<file path="src/rtl/pipelined_adder.sv">
// pipelined_adder: sliced add/subtract pipeline with valid/ready handshake.
// Each of STAGES stages adds one WIDTH/STAGES-bit slice. The carry is
// registered between stages, and the upper operand slices are delayed
// alongside the partial sum. The whole pipe advances as one unit whenever
// the output register is empty or is being drained.
module pipelined_adder #(
    parameter int WIDTH  = 32,
    parameter int STAGES = 2
) (
    input  logic             clk,
    input  logic             rst_n,
    input  logic             in_valid,
    output logic             in_ready,
    input  logic [WIDTH-1:0] a,
    input  logic [WIDTH-1:0] b,
    input  logic             sub,
    output logic             out_valid,
    input  logic             out_ready,
    output logic [WIDTH-1:0] y,
    output logic             carry,
    output logic             overflow,
    output logic             zero,
    output logic             negative
);

    localparam int SW   = WIDTH / STAGES;
    localparam int LAST = STAGES - 1;

    logic adv;

    // A single advance signal moves every stage, so no per-stage stall logic is needed.
    assign adv      = !out_valid || out_ready;
    assign in_ready = adv;

    for (genvar k = 0; k < STAGES; k++) begin : g_stage
        // Inputs to this stage: the ports for stage 0, otherwise the previous stage's registers.
        logic             v_in;
        logic [WIDTH-1:0] a_in;
        logic [WIDTH-1:0] bp_in;
        logic [WIDTH-1:0] s_in;
        logic             c_in;

        // Combinational slice result.
        logic [SW:0]      slice_sum;
        logic [WIDTH-1:0] s_nxt;

        // Stage registers.
        logic             v_q;
        logic [WIDTH-1:0] a_q;
        logic [WIDTH-1:0] bp_q;
        logic [WIDTH-1:0] s_q;
        logic             c_q;

        if (k == 0) begin : g_head
            // Subtraction becomes a + ~b with the +1 supplied as the carry into slice 0.
            assign v_in  = in_valid;
            assign a_in  = a;
            assign bp_in = sub ? ~b : b;
            assign s_in  = '0;
            assign c_in  = sub;
        end else begin : g_body
            assign v_in  = g_stage[k-1].v_q;
            assign a_in  = g_stage[k-1].a_q;
            assign bp_in = g_stage[k-1].bp_q;
            assign s_in  = g_stage[k-1].s_q;
            assign c_in  = g_stage[k-1].c_q;
        end

        assign slice_sum = {1'b0, a_in[k*SW +: SW]}
                         + {1'b0, bp_in[k*SW +: SW]}
                         + {{SW{1'b0}}, c_in};

        // Merge this stage's slice into the partial sum carried down the pipe.
        always_comb begin
            // NOTE: default first, then override -- every path assigns s_nxt, so no latch is inferred.
            s_nxt              = s_in;
            s_nxt[k*SW +: SW]  = slice_sum[SW-1:0];
        end

        // Advance the stage together with the rest of the pipe. Data loads only behind a valid op, so a bubble leaves the data untouched.
        always_ff @(posedge clk or negedge rst_n) begin
            // NOTE: the pipeline registers are few and must read 0 the instant reset asserts, so every one of them is reset, data included.
            if (!rst_n) begin
                v_q  <= 1'b0;
                a_q  <= '0;
                bp_q <= '0;
                s_q  <= '0;
                c_q  <= 1'b0;
            end else if (adv) begin
                // NOTE: non-blocking assignments let every stage sample its predecessor's old value on the same edge.
                v_q <= v_in;
                if (v_in) begin
                    a_q  <= a_in;
                    bp_q <= bp_in;
                    s_q  <= s_nxt;
                    c_q  <= slice_sum[SW];
                end
            end
        end

        // Slices already consumed, and the final stage's operand copies, feed nothing downstream.
        logic unused_ok;
        assign unused_ok = ^{a_q, bp_q};
    end

    assign out_valid = g_stage[LAST].v_q;
    assign y         = g_stage[LAST].s_q;
    assign carry     = g_stage[LAST].c_q;

    // Flags are registered with the final sum so that they clear on reset and hold during a stall.
    always_ff @(posedge clk or negedge rst_n) begin
        if (!rst_n) begin
            overflow <= 1'b0;
            zero     <= 1'b0;
            negative <= 1'b0;
        end else if (adv && g_stage[LAST].v_in) begin
            overflow <= (g_stage[LAST].a_in[WIDTH-1] == g_stage[LAST].bp_in[WIDTH-1])
                     && (g_stage[LAST].s_nxt[WIDTH-1] != g_stage[LAST].a_in[WIDTH-1]);
            zero     <= (g_stage[LAST].s_nxt == '0);
            negative <= g_stage[LAST].s_nxt[WIDTH-1];
        end
    end

endmodule

</file>
<file path="config.mk">
export PLATFORM = sky130hd
export DESIGN_NAME = pipelined_adder
export DESIGN_NICKNAME = d
export VERILOG_FILES = /design/src/rtl/pipelined_adder.sv
export SDC_FILE = /design/constraint.sdc
export NUM_CORES = 1
export LEC_CHECK = 0
export ABC_AREA = 1
export CAP_MARGIN = 20
export CELL_PAD_IN_SITES_DETAIL_PLACEMENT = 1
export CELL_PAD_IN_SITES_GLOBAL_PLACEMENT = 2
export CORE_UTILIZATION = 30
export CTS_CLUSTER_SIZE = 40
export DETAILED_ROUTE_END_ITERATION = 6
export GPL_ROUTABILITY_DRIVEN = 0
export PLACE_DENSITY = 0.92
export SYNTH_ARGS = -nofsm -noshare
export SYNTH_HDL_FRONTEND = slang
export SYNTH_SLANG_ARGS = --single-unit
</file>
<file path="constraint.sdc">
create_clock -name clk -period 2.42 [get_ports clk]
set_input_delay 0.484 -clock clk [delete_from_list [all_inputs] [get_ports clk]]
set_output_delay 0.484 -clock clk [all_outputs]
set_load 0.01 [all_outputs]
</file>
; ---- After elaboration in Yosys (flattened, before gate mapping)
; Cells that the tools add are included.
[op_classes]
n_eq_ne = 2
n_mux = 1
n_bitwise = 1
n_addsub = 4
reduce_logical = 7
[op_table]
columns = cell, n
row1 = $add 16x16->17, 2
row2 = $add 17x1->17, 2
row3 = $logic_not 32->1, 1
row4 = $mux 32, 1
row5 = $not 32->32, 1
row6 = $reduce_and 2->1, 2
row7 = $logic_and 1x1->1, 2
row8 = $eq 1x1->1, 1
row9 = $logic_not 1->1, 1
row10 = $logic_or 1x1->1, 1
row11 = $ne 1x1->1, 1
[word_totals]
elab_cells = 26
reg_bits = 119

; ---- Longest topological paths before layout
[logic_depth]
depth_word = 4
depth_mapped = 15
depth_no_buf = 14

; ---- Worst setup path before layout
; OpenSTA, ideal clock, no wires.
[synth_path]
path_type = input-to-reg
from = in sub
to = reg g_stage[0].s_q[12]
cell_stages = 15
slack_ns = -0.005
setup_ns = 0.117
arrival_time_ns = 2.308
required_time_ns = 2.303
path_cell_list = buf_2 > buf_2 > xor2_1 > fa_1 > nand3_1 > nand2_2 > a21oi_4 > inv_2 > nand2_2 > nand2_2 > nand2_2 > nand2_2 > or2_0 > nand3_1 > nand2_1
[synth_between]
elab_chain_cells = 3
[synth_rtl]
columns = element, line
row1 = from (decl), 16  ; input logic sub,
row2 = $mux 32, 58  ; assign bp_in = sub ? ~b : b;
row3 = $add 16x16->17, 70  ; + {1'b0, bp_in[k*SW +: SW]}
row4 = $add 17x1->17 (*), 71  ; + {{SW{1'b0}}, c_in};
row5 = to (signal assigned), 95  ; s_q <= s_nxt;
row6 = to (decl), 51  ; logic [WIDTH-1:0] s_q;
; Mark *: on every way between the ends. The rest lies on a longest branch, timed or not.
; A chain may end at the register's enable or synchronous reset.

; ---- Final worst setup path
[layout_path]
from = in b[1]
to = reg g_stage[0].s_q[12]
[layout_between]
elab_chain_cells = 4
[layout_rtl]
columns = element, line
row1 = from (decl), 15  ; input logic [WIDTH-1:0] b,
row2 = $not 32->32, 58
row3 = $mux 32 (*), 58
row4 = $add 16x16->17 (*), 70
row5 = $add 17x1->17 (*), 71
; Marks and branches as above.

==> out/metrics.cfg <==
[synthesis]
synth_edf_count=0
syn_inst=654
synth_warnings=0
synth_area_um2=5140
syn-mean-instance-area_um2=7.86
ys_seq_area_share_pct=41.9
yosys.area.top_type_share_pct=41.9
synth-main-ff-cell=dfrtp_1
yosysUniqueCellTypes=33
synth.ff_latch_count=86
synth.top_cells.by_area=dfrtp_1 (42%), nand2_1 (16%), ha_1 (7.3%), o21ai_0 (5.4%), xnor2_1 (4.3%)
synth-async-reset-ratio_pct=100
yosysMostFrequentCell=nand2_1
syn-num-nets=756
synth_top_area_cell=dfrtp_1
synthTopCellsByCount=nand2_1 (219), dfrtp_1 (86), o21ai_0 (55)

[clocking]
cts_tree=done
htree_levels=3
cts_buffer_depth=2
cts_buffers=9
cts.clk_slew.worst_paths_ps=60
cts_setup_buffers=0
cts-root-buf=clkbuf_16
clock_latency_ps=340
cts_resized=0
clock-sinks=86
cts_hold_buf=0

[sta]
slew_violations=0
setup_ws_ps=170
fin_skew_ps=6.54
fin_crit_sh_pct=93.0
grt_setup_unrepaired=no
final_hold_viol_count=0
setup_viol=0
min_period_ps=2250
fmax_mhz=444
relSlewSlack_pct=69.5
worst_pin_slew_ps=458

[floorplan]
die-area_um2=17700
design.portCount=107
start_util_pct=30.9
core_area_um2=16600
num_rows=47
die_h_um=133
die_w_um=133

[global_routing]
grt_max_degree=63
globalRoute.totalOverflow=0
antenna_found_initial=0
grt_pass1_vias=5156
grt_usage_pct=18.2
grt_pass1_wl_um=25500

[place]
hpwl_um=12400
place.port_buffers=106
pre_cts_slack_ps=-208

[worst_setup_path]
crit_family=simple AND/OR/NAND/NOR gates
cp-start-kind=input pin
end_kind=register
critPathArrivalTime_ps=2480
required_ps=2650
worstSetupPathType=in2reg
cp_max_fo=2
crit_slowest_cell=fa_1
r2r_slack_ps=170
cp_cell_sequence=clkdlybuf4s50_1 -> xor2_1 -> fa_1 -> nand3_1 -> nand2_2 -> a21oi_4 -> inv_2 -> nand2_2 -> nand2_2 -> nand2_2 -> nand2_2 -> or2_0 -> nand3_1 -> nand2_1
path_buf_inv=2
cpPeakStageDelay_ps=450
crit_top_cell=nand2_2

[pwr]
power_density_nw_per_um2=877
ir_drop_uv=352
p_leak_nw=3.34
power_mw=6.08

[layout]
fill_cells=1994
nets=885
drive_above_1_share_pct=10.2
fin_util_pct=41.7
n_antenna_cell=0
syn_to_final_growth_pct=35.0

[drt]
firstDrtPassIters=4
drc=0
vias_per_cell=4.71
initialDrtViolationCount=166
wire_per_inst_um=15.1
final_antenna_net_count=0
num_vias=4745
routed_wl_um=15300

[run]
drv_cap=0

[worst_hold_path]
min_path_type=in2async

[status]
outcome=completed

## state kept, by name, summed over array words and instances (netlist names)
register      cells
g_stage.a_q      16
out_valid         1
g_stage.v_q       1
g_stage.c_q       1
overflow          1
carry             1
zero              1
y                32
g_stage.s_q      16
g_stage.bp_q     16
## final timing paths
path / from / endpoint / cells after the start
worst max-delay path: b[1] / g_stage[0].s_q[12]$_DFFE_PN0P_ / 14
worst min-delay path: rst_n / g_stage[0].bp_q[22]$_DFFE_PN0P_ / 1
worst max register to register: g_stage[0].a_q[16]$_DFFE_PN0P_ / zero$_DFFE_PN0P_ / 14
worst min register to register: g_stage[0].v_q$_DFFE_PN0N_ / out_valid$_DFFE_PN0N_ / 2
max in group asynchronous: rst_n / g_stage[0].bp_q[27]$_DFFE_PN0P_ / 2
min in group clk: g_stage[0].v_q$_DFFE_PN0N_ / out_valid$_DFFE_PN0N_ / 2
## report_power, final
part           switching (mW)  internal, mW
Clock                   0.593         0.724
Combinational            1.38          1.23
Sequential              0.299          1.86
## metrics by stage
step	area [um2]	cells	hold slack, ps	setup TNS, ps
final	6940	1008	47.6	0
after global routing	6940	1008	68.7	0
after CTS	6920	1008	56.1	0
after detailed placement	6650	992	430	-947
after global placement	6650	992	415	-166
after floorplan	5140	654	188	0
## area by class of cell
type                            instances  area (um2)  area share, %
Tap cell                              220         275           3.97
Clock inverter                          5        33.8          0.487
Inverter                               50         188           2.70
Clock buffer                           11         243           3.50
Timing Repair Buffer                  140        1330           19.2
Multi-Input combinational cell        496        2710           39.1
Sequential cell                        86        2150           31.0
## per-layer routing
metal,share of wire [%],GRT usage [%],wire (um)
met1,45,22.7,6940
met2,50,32.6,7660
met3,3.2,2.57,495
met4,1.1,4.79,172
met5,0,0,0
## layout by cell type, fill, tap and decap left out, drive strengths merged
cell type / instances
a21o: 3
nor3: 2
xor2: 17
nand3b: 7
o21ai: 58
inv: 51
clkinv: 2
fa: 3
buf: 36
nand4: 4
nand2: 232
xnor2: 25
a31oi: 7
nor2: 41
a221o: 1
o31ai: 1
clkdlybuf4s50: 104
a211oi: 1
o22ai: 1
nand3: 29
clkinvlp: 2
clkbuf: 11
dfrtp: 86
and2: 1
or2: 1
o21bai: 1
a21oi: 31
ha: 30
## logic make-up after synthesis
family          after synthesis  synth area share (%)
compound gates              104                  11.3
xor+xnor                     42                  7.16
fa+ha+maj                    33                  8.47
buf+inv                      72                  5.65
flops                        86                  41.9
simple gates                317                  25.5
No activity file was read; power rests on OpenSTA's default activity.
